**src/rtl/ifetch_prefetch_pkg.sv**
```systemverilog
// Shared definitions for the instruction prefetch unit: datapath width,
// the NOP presented when no instruction is available, and the buffer entry.
package ifetch_prefetch_pkg;

    localparam int XLEN = 32;

    // addi x0, x0, 0
    localparam logic [XLEN-1:0] NOP_INSTRUCTION = 32'h0000_0013;

    typedef struct packed {
        logic [XLEN-1:0] instr;
        logic [XLEN-1:0] pc_plus_4;
    } fetch_entry_t;

    // Fetch addresses are always word aligned; low two bits are dropped.
    function automatic logic [XLEN-1:0] align_word(input logic [XLEN-1:0] addr);
        return addr & ~XLEN'(3);
    endfunction

endpackage

```
**src/rtl/ifetch_prefetch_fifo.sv**
```systemverilog
// fetch_fifo: small circular buffer of fetched instructions.
// Flush has priority over push and pop; push and pop in the same cycle
// leave the occupancy unchanged. Pointers wrap modulo DEPTH (power of 2).
module fetch_fifo
    import ifetch_prefetch_pkg::*;
#(
    parameter int DEPTH = 4
) (
    input  logic                   clk,
    input  logic                   rst,
    input  logic                   push_i,
    input  fetch_entry_t           push_data_i,
    input  logic                   pop_i,
    input  logic                   flush_i,
    output fetch_entry_t           head_o,
    output logic                   full_o,
    output logic                   empty_o,
    output logic [$clog2(DEPTH):0] count_o
);

    localparam int AW = $clog2(DEPTH);
    localparam int CW = AW + 1;
    localparam logic [CW-1:0] DEPTH_C = CW'(DEPTH);

    fetch_entry_t  mem_q [DEPTH];
    logic [AW-1:0] rd_ptr_q, rd_ptr_d;
    logic [AW-1:0] wr_ptr_q, wr_ptr_d;
    logic [CW-1:0] count_q, count_d;
    logic          do_push, do_pop;

    assign empty_o = (count_q == '0);
    assign full_o  = (count_q == DEPTH_C);
    assign do_pop  = pop_i && !empty_o;
    // a full buffer can still accept a push when the head leaves the same cycle
    assign do_push = push_i && (!full_o || do_pop);
    assign head_o  = mem_q[rd_ptr_q];
    assign count_o = count_q;

    // pointer and occupancy next state; flush discards everything
    always_comb begin
        rd_ptr_d = rd_ptr_q;
        wr_ptr_d = wr_ptr_q;
        count_d  = count_q;
        if (flush_i) begin
            rd_ptr_d = '0;
            wr_ptr_d = '0;
            count_d  = '0;
        end else begin
            if (do_push) begin
                wr_ptr_d = wr_ptr_q + AW'(1);
            end
            if (do_pop) begin
                rd_ptr_d = rd_ptr_q + AW'(1);
            end
            count_d = count_q + CW'(do_push) - CW'(do_pop);
        end
    end

    // pointer and occupancy registers
    always_ff @(posedge clk or posedge rst) begin
        if (rst) begin
            rd_ptr_q <= '0;
            wr_ptr_q <= '0;
            count_q  <= '0;
        end else begin
            rd_ptr_q <= rd_ptr_d;
            wr_ptr_q <= wr_ptr_d;
            count_q  <= count_d;
        end
    end

    // entry storage; contents are only meaningful below count_q
    always_ff @(posedge clk) begin
        if (do_push && !flush_i) begin
            mem_q[wr_ptr_q] <= push_data_i;
        end
    end

endmodule

```
**src/rtl/ifetch_prefetch.sv**
```systemverilog
// ifetch_prefetch: instruction prefetcher feeding the IF/ID register.
// Issues word-aligned fetches ahead of decode, buffers in-order responses
// in fetch_fifo, and on a redirect flushes the buffer and discards the
// responses still in flight for the old path (drop_cnt).
//
// Build option: IFETCH_BYPASS_EN -- when defined, a response arriving with
// an empty buffer, nothing to drop and decode not stalled is forwarded to
// the outputs in the same cycle instead of being stored. When undefined,
// responses always pass through the buffer (one cycle latency) and there is
// no combinational path from imem_rsp_* to out_*.
module ifetch_prefetch #(
    parameter int                              XLEN         = ifetch_prefetch_pkg::XLEN,
    parameter int                              DEPTH        = 4,
    parameter logic [ifetch_prefetch_pkg::XLEN-1:0] RESET_VECTOR = 32'h0000_0000
) (
    input  logic            clk,
    input  logic            rst,
    output logic            imem_req_valid,
    input  logic            imem_req_ready,
    output logic [XLEN-1:0] imem_req_addr,
    input  logic            imem_rsp_valid,
    input  logic [XLEN-1:0] imem_rsp_data,
    input  logic            redirect_valid,
    input  logic [XLEN-1:0] redirect_pc,
    input  logic            stall,
    output logic            out_valid,
    output logic [XLEN-1:0] out_instr,
    output logic [XLEN-1:0] out_pc_plus_4
);

    import ifetch_prefetch_pkg::*;

    localparam int CW = $clog2(DEPTH) + 1;
    localparam logic [CW:0] DEPTH_C = (CW + 1)'(DEPTH);

    // next address to request, and address of the next response to keep
    logic [XLEN-1:0] fetch_pc_q, fetch_pc_d;
    logic [XLEN-1:0] rsp_pc_q, rsp_pc_d;
    // requests accepted by memory whose response has not yet returned
    logic [CW-1:0]   outstanding_q, outstanding_d;
    // responses still to arrive that belong to a flushed path
    logic [CW-1:0]   drop_cnt_q, drop_cnt_d;

    logic [CW-1:0]   fifo_count;
    logic            fifo_full, fifo_empty;
    logic            fifo_push, fifo_pop;
    fetch_entry_t    fifo_head, fifo_wdata;

    logic [CW:0]     inflight;
    logic            req_fire;
    logic            rsp_keep, rsp_drop;
    logic            bypass_take;

    // Every kept response needs a buffer slot, so buffered plus in-flight
    // work is capped at DEPTH. The full term is redundant with that sum but
    // keeps the request gate obviously safe.
    assign inflight       = {1'b0, fifo_count} + {1'b0, outstanding_q};
    assign imem_req_valid = !rst && !redirect_valid && !fifo_full && (inflight < DEPTH_C);
    assign imem_req_addr  = fetch_pc_q;
    assign req_fire       = imem_req_valid && imem_req_ready;

    // A response with nothing outstanding (e.g. left over from before a
    // reset) is ignored. Old-path responses are consumed by drop_cnt first.
    assign rsp_keep = imem_rsp_valid && (drop_cnt_q == '0) && (outstanding_q != '0);
    assign rsp_drop = imem_rsp_valid && (drop_cnt_q != '0);

`ifdef IFETCH_BYPASS_EN
    assign bypass_take = rsp_keep && fifo_empty && !stall && !redirect_valid;
`else
    assign bypass_take = 1'b0;
`endif

    assign fifo_push  = rsp_keep && !redirect_valid && !bypass_take;
    assign fifo_pop   = !stall;
    assign fifo_wdata = '{instr: imem_rsp_data, pc_plus_4: rsp_pc_q + XLEN'(4)};

    fetch_fifo #(
        .DEPTH (DEPTH)
    ) u_fifo (
        .clk         (clk),
        .rst         (rst),
        .push_i      (fifo_push),
        .push_data_i (fifo_wdata),
        .pop_i       (fifo_pop),
        .flush_i     (redirect_valid),
        .head_o      (fifo_head),
        .full_o      (fifo_full),
        .empty_o     (fifo_empty),
        .count_o     (fifo_count)
    );

    // address and counter next state; a redirect overrides everything else
    always_comb begin
        fetch_pc_d    = fetch_pc_q;
        rsp_pc_d      = rsp_pc_q;
        outstanding_d = outstanding_q;
        drop_cnt_d    = drop_cnt_q;
        if (redirect_valid) begin
            fetch_pc_d    = align_word(redirect_pc);
            rsp_pc_d      = align_word(redirect_pc);
            outstanding_d = '0;
            // everything still in flight becomes garbage; a response landing
            // in this very cycle is one of those and is already accounted for
            drop_cnt_d    = drop_cnt_q + outstanding_q + CW'(req_fire)
                            - CW'(rsp_keep || rsp_drop);
        end else begin
            if (req_fire) begin
                fetch_pc_d = fetch_pc_q + XLEN'(4);
            end
            if (rsp_keep) begin
                rsp_pc_d = rsp_pc_q + XLEN'(4);
            end
            if (rsp_drop) begin
                drop_cnt_d = drop_cnt_q - CW'(1);
            end
            outstanding_d = outstanding_q + CW'(req_fire) - CW'(rsp_keep);
        end
    end

    // address and counter registers
    always_ff @(posedge clk or posedge rst) begin
        if (rst) begin
            fetch_pc_q    <= RESET_VECTOR;
            rsp_pc_q      <= RESET_VECTOR;
            outstanding_q <= '0;
            drop_cnt_q    <= '0;
        end else begin
            fetch_pc_q    <= fetch_pc_d;
            rsp_pc_q      <= rsp_pc_d;
            outstanding_q <= outstanding_d;
            drop_cnt_q    <= drop_cnt_d;
        end
    end

    // IF/ID outputs: buffer head, optional same-cycle forward, else NOP
    always_comb begin
        out_valid     = 1'b0;
        out_instr     = NOP_INSTRUCTION;
        out_pc_plus_4 = '0;
        if (!fifo_empty) begin
            out_valid     = 1'b1;
            out_instr     = fifo_head.instr;
            out_pc_plus_4 = fifo_head.pc_plus_4;
        end
`ifdef IFETCH_BYPASS_EN
        else if (bypass_take) begin
            out_valid     = 1'b1;
            out_instr     = imem_rsp_data;
            out_pc_plus_4 = rsp_pc_q + XLEN'(4);
        end
`endif
    end

    // a kept response always has a free slot because of the request gate
    a_no_overflow: assert property (@(posedge clk) disable iff (rst) !(fifo_push && fifo_full));

endmodule
```
**config.mk**
```make
export PLATFORM = sky130hd
export DESIGN_NAME = ifetch_prefetch
export DESIGN_NICKNAME = d
export VERILOG_FILES = /design/src/rtl/ifetch_prefetch_pkg.sv /design/src/rtl/ifetch_prefetch_fifo.sv /design/src/rtl/ifetch_prefetch.sv
export SDC_FILE = /design/constraint.sdc
export NUM_CORES = 1
export LEC_CHECK = 0
export ABC_CLOCK_PERIOD_IN_PS = 8100
export CORE_MARGIN = 8
export CORE_UTILIZATION = 45
export DETAILED_ROUTE_END_ITERATION = 7
export PLACE_DENSITY = 0.67
export SKIP_CTS_REPAIR_TIMING = 1
export SLEW_MARGIN = 20
export SYNTH_ARGS = -nofsm -noshare
export SYNTH_HDL_FRONTEND = slang
export SYNTH_SLANG_ARGS = --single-unit
```
**constraint.sdc**
```tcl
create_clock -name clk -period 8.1 [get_ports clk]
set_input_delay 2.43 -clock clk [delete_from_list [all_inputs] [get_ports clk]]
set_output_delay 2.43 -clock clk [all_outputs]
set_load 0.03 [all_outputs]
```
Word level (Yosys, flattened, before mapping)
Memories as Yosys holds them, arrays and structs flattened.
Cells that the tools add are included.
Widths: inputs -> output; s select.
{ "op_classes": {"magnitude_cmp": 1, "n_mux": 17, "n_addsub": 13, "n_reduce_logical": 27, "n_eq_ne": 1} }
{ "op_table": {"columns": ["cell", "n"], "rows": [
  ["$mux 32", 6],
  ["$add 32x3->32 const B", 2],
  ["$mux 3", 4],
  ["$logic_and 1x1->1", 11],
  ["$reduce_bool 2->1", 5],
  ["$add 3x1->3", 3],
  ["$sub 3x1->3", 3],
  ["$mux 2", 4],
  ["$logic_not 3->1", 2],
  ["$reduce_bool 3->1", 2],
  ["$logic_not 1->1", 5],
  ["$add 2x1->2 const B", 2],
  ["$add 3x3->4", 1],
  ["$lt 4x3->1 const B", 1],
  ["$add 3x3->3", 1],
  ["$eq 3x3->1 const B", 1],
  ["$mux 1", 3],
  ["$sub 3x1->3 const B", 1],
  ["$logic_or 1x1->1", 2]
]} }
{ "word_totals": {"ramBits": 256, "reg_bits": 77, "in_bits": 70, "mem_count": 1, "wordCells": 67} }
{ "mem_list": {"columns": ["memory", "depth", "word_bits", "read_ports", "rd_ports_with_merged_regs", "write_ports", "line_no", "text"], "rows": [
  ["u_fifo.mem_q", 4, 64, 1, 0, 1, "ifetch_prefetch_fifo.sv:25", "fetch_entry_t mem_q [DEPTH];"]
]} }

Logic depth before layout (Yosys ltp)
Gate-level depths: netlist (run 1).
{ "depth": {"depth_word": 8, "mapped_depth": 15} }

By module
From an unflattened synthesis (run 1), not the netlist that was laid out.
{ "hier_totals": {"cells_unflattened": 965, "area_unflattened_um2": 14576.5} }
{ "by_module_without_submodules": {"columns": ["module", "n_inst", "area_per_inst_um2", "cells_per_inst", "seq_area_each_um2"], "rows": [
  ["fetch_fifo", 1, 9721.8, 380, 7862.5],
  ["ifetch_prefetch", 1, 4854.7, 585, 1651.6]
]} }

Worst setup path after synthesis (run 1)
OpenSTA, ideal clock, no wires.
{ "synth_timing": {"kind": "input to output", "startpoint": "in rst", "endpoint": "out imem_req_valid", "cell_stages": 2, "t_arrival_ps": 3566, "setup_slack_ps": 2104, "required_time_ps": 5670, "path_cell_list": "or4_4 nor4_4"} }
{ "synth_via": {"elab_chain_len": 4} }
{ "synth_lines": {"columns": ["item", "line_no", "text"], "rows": [
  ["from (decl)", "ifetch_prefetch.sv:17", "input logic rst,"],
  ["$logic_not 1->1 (no line)", null, null],
  ["$logic_and 1x1->1 (3 in a row)", "ifetch_prefetch.sv:58", "assign imem_req_valid = !rst && !redirect_valid && !fifo_full && (inflight < DEPTH_C);"],
  ["to (decl)", "ifetch_prefetch.sv:18", "output logic imem_req_valid,"]
]} }
Every way passes these cells.

Worst setup path after layout (run 1)
Same ends and word-level chain as after synthesis.

==> key figures, run 1 <==
Setup path
  – Worst Setup Start Kind: input port
  – Crit path to: imem_req_valid
  – Worst R2R Path Depth: 12
  – Data required time at the worst endpoint: roughly 5.7 ns
  – Critical path type: input port to output port
  – Worst EP arrival: 4.45 ns
  – R2r setup slk: 4.55 ns
  – Critical Path Fanout Max: 2
  – Worst setup startpoint: rst
  – Critical R2R Launch: outstanding_q[2]
  – Crit end category: output port
  – Reg-to-reg endpoint: drop_cnt_q[2]

Logic synthesis
  – Post-Syn Instances: 942
  – Yosys warning total: 0
  – Mean Syn Cell Area: 15.1 µm²
  – Seq/Total Area, Yosys: 0.654
  – Area leader, netlist: edfxtp_1
  – FF+latch count, synth: around 320
  – Post-synth cell types: 60
  – Post-synth EDFFs: roughly 250
  – Fraction of registers with async set/reset: 0.227
  – Top cell type's share of synthesized area: 0.525
  – Synth top area cells: edfxtp_1 52%, dfrtp_1 13%, mux4_2 9.8%
  – Count leader, synth: edfxtp_1
  – Main synth FF type: edfxtp_1
  – Cell area after synthesis: roughly 14000 µm²
  – Most frequent cells after synthesis: 248 x edfxtp_1, 73 x dfrtp_1, 66 x nand2_1

Timing
  – Minimum clock period: 6.88 ns
  – Pins over their slew limit: 0
  – Max Clk Rate: roughly 0.15 GHz
  – Slew margin rel.: 0.319
  – Clock Skew: 0.0142 ns
  – TNS Setup: 0 ns
  – Final Hold Vio Count: 0
  – RSZ-0062 raised after global routing: no
  – Final period util: 0.849
  – Setup violators final: 0
  – Worst Tran Pin Value: 1.01 ns

Place
  – Gp weighted congestion: 0.838
  – Post-detail-place hpwl: about 20 mm
  – Port Buf Inserts: roughly 160

Routing
  – Via count: 8365
  – WL final: ~31 mm
  – DR WL/cell: 20.1 µm
  – Starting DRT DRC Count: 521
  – Antenna Nets Post-Route: 0
  – DRC Markers: 0
  – Drt pass-1 iters: 5
  – Via density: ~5.4

Final layout
  – Antenna cell count: 0
  – Final Util: 0.553
  – Layout Nets: approximately 1200
  – Area Growth Syn to Fin: 22.1%
  – Layout cells sized above 1: 0.138

Clock network
  – Clock transition at path regs: 0.06 ns
  – CTS sink cnt: between 300 and 400
  – CTS tree: built
  – Num CTS Buffers: 35
  – Root Driver: clkbuf_16
  – Clock Path Buffers: 3
  – Htree depth: 2
  – Clk_lat worst skew: 0.50 ns

Pwr
  – Worst VDD drop: 0.151 mV
  – Pwr Density: 291 nW/µm²
  – Static leakage: 5.88 nW

Global route
  – GRT overflow: 0
  – First-pass GRT wire length: 49.3 mm
  – Total GRT Usage: 0.164
  – Initial antenna violation count: 0
  – Largest net degree at the start of global routing: 81
  – Vias in the first global route: a little under 9000

Floorplanning
  – DIE WIDTH: 194 µm
  – Row cnt: 65
  – Die Ht: 194 µm
  – Core Area: 31300 µm²
  – DIE AREA: 37500 µm²
  – Initial Utilization: 0.453
  – Num ports: 168

Run status
  – Outcome: finished, final reports clean

Hold path
  – Worst hold path depth: 1
  – Hold Path Class: flip-flop to flip-flop

Job
  – Max-Cap Viols: 0
[cells in the final DEF, fill, tap and decap left out, types with 5 or more instances in the layout]
cell and instances:
and3_1 13, nor2b_1 61, mux4_2 62, o21ai_0 34, nand2_1 66, xor2_1 26
nand3_1 37, or2_2 5, and4_1 8, nor4_1 6, a21oi_1 8, clkbuf_1 9
xnor2_1 45, clkbuf_16 37, nand4_1 28, nor3_1 10, clkinv_2 7, o211ai_1 7
buf_4 15, edfxtp_1 248, dfrtp_1 71, clkdlybuf4s50_1 160, a21o_1 9, or3_1 6
inv_1 26, ha_1 16, nor2_1 30, clkinv_1 6
[state kept, by name, summed over array words and instances (netlist names)]
signal	flops
u_fifo.rd_ptr_q	2
u_fifo.count_o	3
rsp_pc_q	30
u_fifo.mem_q	248
u_fifo.wr_ptr_q	2
outstanding_q	3
imem_req_addr	30
drop_cnt_q	3
[logic make-up after synthesis]
kind of cell               after synthesis  share of synthesized area
AOI/OAI and AO/OA                       91                     0.0441
xor gates and xnor gates                71                     0.0438
adders and majority gates               20                     0.0198
buffers and inverters                   80                     0.0247
DFF                                    321                      0.654
muxes                                   65                      0.101
other                                    1                   0.000264
and+or+nand+nor                        293                      0.113
[worst min path at each step]
stage	start	endpoint	slack, ns
2_1_floorplan	drop_cnt_q[2]	drop_cnt_q[2]	0.45
3_3_place_gp	drop_cnt_q[2]	drop_cnt_q[2]	0.48
3_5_place_dp	drop_cnt_q[2]	drop_cnt_q[2]	0.48
4_1_cts	drop_cnt_q[2]	drop_cnt_q[2]	0.49
5_1_grt	drop_cnt_q[2]	drop_cnt_q[2]	0.51
6_report	drop_cnt_q[2]	drop_cnt_q[2]	0.49
[area by class of cell]
type,instances,area (µm²)
fill,2523,14000
clock buffer,48,987
inverter,28,105
timing repair buffer,177,1750
tap,402,503
multi-input combinational,544,4590
sequential,321,9280
clock inverter,15,118
[where the power goes]
group | total [W] | switching, W | leakage, nW | internal [W]
Sequential | 0.00200 | 0.000143 | 3.13 | 0.00185
Clock | 0.00152 | 0.000604 | 0.546 | 0.000915
Combinational | 0.00152 | 0.000837 | 2.21 | 0.000683
[per-layer routing]
layer	track usage	wire length, µm
met4	0.0376	457
met1	0.239	14500
met5	0	0
met2	0.250	14000
met3	0.0335	1930
[worst max-delay path: stages]
cell	delay [ns]
clkdlybuf4s50_1	0.43
or4_4	0.53
nor4_4	0.28
clkdlybuf4s50_1	0.77
[through the flow]
step | hold WS [ns] | cells | cell area, µm² | worst slack, ns | total power (W)
2_1_floorplan | 0.454 | 945 | 14200 | 2.10 | 0.00299
3_3_place_gp | 0.475 | 1471 | 16200 | 1.17 | 0.00356
3_5_place_dp | 0.475 | 1471 | 16200 | 1.20 | 0.00357
4_1_cts | 0.487 | 1534 | 17300 | 1.19 | 0.00511
5_1_grt | 0.506 | 1535 | 17300 | 1.17 | 0.00527
6_report | 0.489 | 1535 | 17300 | 1.22 | 0.00504
(Power assumes the default switching activity.)
==> run 2, diff against run 1 <==
--- a/config.mk
+++ b/config.mk
@@ -5,7 +5,7 @@
 export SDC_FILE = /design/constraint.sdc
 export NUM_CORES = 1
 export LEC_CHECK = 0
-export ABC_CLOCK_PERIOD_IN_PS = 8100
+export ABC_CLOCK_PERIOD_IN_PS = 7000
 export CORE_MARGIN = 8
 export CORE_UTILIZATION = 45
 export DETAILED_ROUTE_END_ITERATION = 7
==> constraint.sdc (replaced) <==
create_clock -name clk -period 7 [get_ports clk]
set_input_delay 2.1 -clock clk [delete_from_list [all_inputs] [get_ports clk]]
set_output_delay 2.1 -clock clk [all_outputs]
set_load 0.03 [all_outputs]
==> run 2 against run 1 <==
  * Via count grew 0.48%
  * Hold slack lost 0.0048 ns
  * Critical endpoint unchanged
  * Cell count is 0.20% lower
  * Clock skew grew 0.0058 ns
==> key figures, run 2 (synthesis results as in run 1) <==
Pwr
  – Pwr Density: 334 nW/µm²
  – Gate power share: 0.308
  – Static leakage: 5.84 nW
  – NetSw: 0.00185 W
  – Switching share of power: 0.320
  – Share of power burned in registers: 0.399
  – Worst VDD drop: between 0.15 and 0.2 mV
  – Pwr Total: 0.00577 W
  – Clock network power share: 0.294
  – Int Pwr: 0.00392 W

Floorplanning
  – Core Area: 31300 µm²
  – DIE AREA: 37500 µm²
  – DIE WIDTH: 194 µm
  – Initial Utilization: 0.453
  – Num ports: 168
  – Row cnt: 65
  – Die Ht: 194 µm

Final layout
  – Antenna cell count: 0
  – Layout cells sized above 1: 0.136
  – Most common cell after layout, fill and taps aside: edfxtp_1
  – Fill count: 2539
  – Most frequent cells in the layout: 248 x edfxtp_1, 160 x clkdlybuf4s50_1, 71 x dfrtp_1
  – Footprint of the multi-input gates: 4590 µm²
  – Layout Nets: 1194
  – Area Growth Syn to Fin: 21.8%
  – Most flop-heavy register: u_fifo.mem_q
  – Max reg flops: ~250
  – Register area: approximately 9300 µm²

Timing
  – RSZ-0062 raised after global routing: no
  – TNS Setup: 0 ns
  – Worst Tran Pin Value: 1.03 ns
  – Final Hold Vio Count: 0
  – Clock Skew: 0.0200 ns
  – Minimum clock period: 6.25 ns
  – Crit path setup slack, layout: between 0.7 and 0.8 ns
  – Slew margin rel.: 0.305
  – Setup violators final: 0
  – Final period util: 0.892
  – Max Clk Rate: 0.160 GHz
  – Pins over their slew limit: 0

Routing
  – Via count: 8405
  – Antenna Nets Post-Route: 0
  – DR WL/cell: between 20 and 25 µm
  – WL final: 31.0 mm
  – DRC Markers: 0
  – Via density: 5.49
  – Drt pass-1 iters: 7
  – Starting DRT DRC Count: 552

Global route
  – Vias in the first global route: 8757
  – Initial antenna violation count: 0
  – First-pass GRT wire length: 49.7 mm
  – GRT overflow: 0
  – Total GRT Usage: 0.165
  – Largest net degree at the start of global routing: 81

Place
  – Post-detail-place hpwl: 20.5 mm
  – Gp weighted congestion: 0.853
  – Pre-CTS setup slack: 0.719 ns
  – Port Buf Inserts: ~160

Clock network
  – Root Driver: clkbuf_16
  – CTS tree: built
  – Clk_lat worst skew: 0.51 ns
  – CTS sink cnt: around 320
  – Htree depth: 2
  – Clock transition at path regs: 0.06 ns
  – Clock Path Buffers: 3
  – Num CTS Buffers: 35

Setup path
  – Critical Path Fanout Max: 2
  – Crit end category: output port
  – Critical R2R Launch: outstanding_q[2]
  – Worst Setup Start Kind: input port
  – Worst EP arrival: between 4 and 5 ns
  – Critical path type: input port to output port
  – Worst setup startpoint: rst
  – Data required time at the worst endpoint: between 4 and 5 ns

Run status
  – Outcome: finished, final reports clean

Hold path
  – Hold Path Class: flip-flop to flip-flop
  – Hold Crit Start: drop_cnt_q[2]

Job
  – Max-Cap Viols: 0
[run 2: cell count changes in the layout (fill, tap and decap cells not counted), sizes merged]
| cell | delta |
|---|---|
| clkbuf | -2 |
| bufinv | -1 |
| buf | -3 |
| clkinvlp | +1 |
| inv | +2 |
[run 2: routing by layer]
metal	up-vias	share of wire	GRT usage
li1	3889	-	-
met1	4187	0.46	0.230
met2	288	0.46	0.259
met3	41	0.062	0.0403
met4	0	0.019	0.0413
met5	-	0	0
[run 2: worst paths after layout]
kind / slack (ns) / end / cells past startpoint
worst max-delay path: 0.75 / imem_req_valid / 4
worst min-delay path: 0.48 / drop_cnt_q[2] / 1
worst max register to register: 3.43 / drop_cnt_q[2] / 12
worst min register to register: 0.48 / drop_cnt_q[2] / 1
max in group asynchronous: 4.02 / rsp_pc_q[12] / 3
min in group asynchronous: 2.08 / outstanding_q[2] / 2
[run 2: area by class of cell]
type                       instances  area share
sequential                       321       0.537
multi-input combinational        544       0.265
timing repair buffer             174       0.101
clock buffer                      46      0.0542
tap                              402      0.0291
clock inverter                    17     0.00680
inverter                          28     0.00615
[run 2: worst max-delay path: stages]
cell	delay, ns
clkdlybuf4s50_1	0.44
or4_4	0.54
nor4_4	0.30
clkdlybuf4s50_1	0.77
[run 2: power by group through the flow]
stage	Clock, W	Combinational (W)	Sequential, W
finish	0.00169	0.00177	0.00230
global route	0.00181	0.00192	0.00233
CTS	0.00175	0.00181	0.00230
detailed placement	0	0.00180	0.00234
global placement	0	0.00178	0.00234
floorplan	0	0.00116	0.00229
[run 2: per-stage QoR]
| stage | area, µm² | std cells | hold slack (ns) | utilization |
|---|---|---|---|---|
| 2_1_floorplan | 14200 | 945 | 0.454 | - |
| 3_3_place_gp | 16200 | 1469 | 0.471 | 0.518 |
| 3_5_place_dp | 16200 | 1469 | 0.477 | 0.518 |
| 4_1_cts | 17300 | 1532 | 0.486 | 0.552 |
| 5_1_grt | 17300 | 1532 | 0.513 | 0.552 |
| 6_report | 17300 | 1532 | 0.484 | 0.552 |
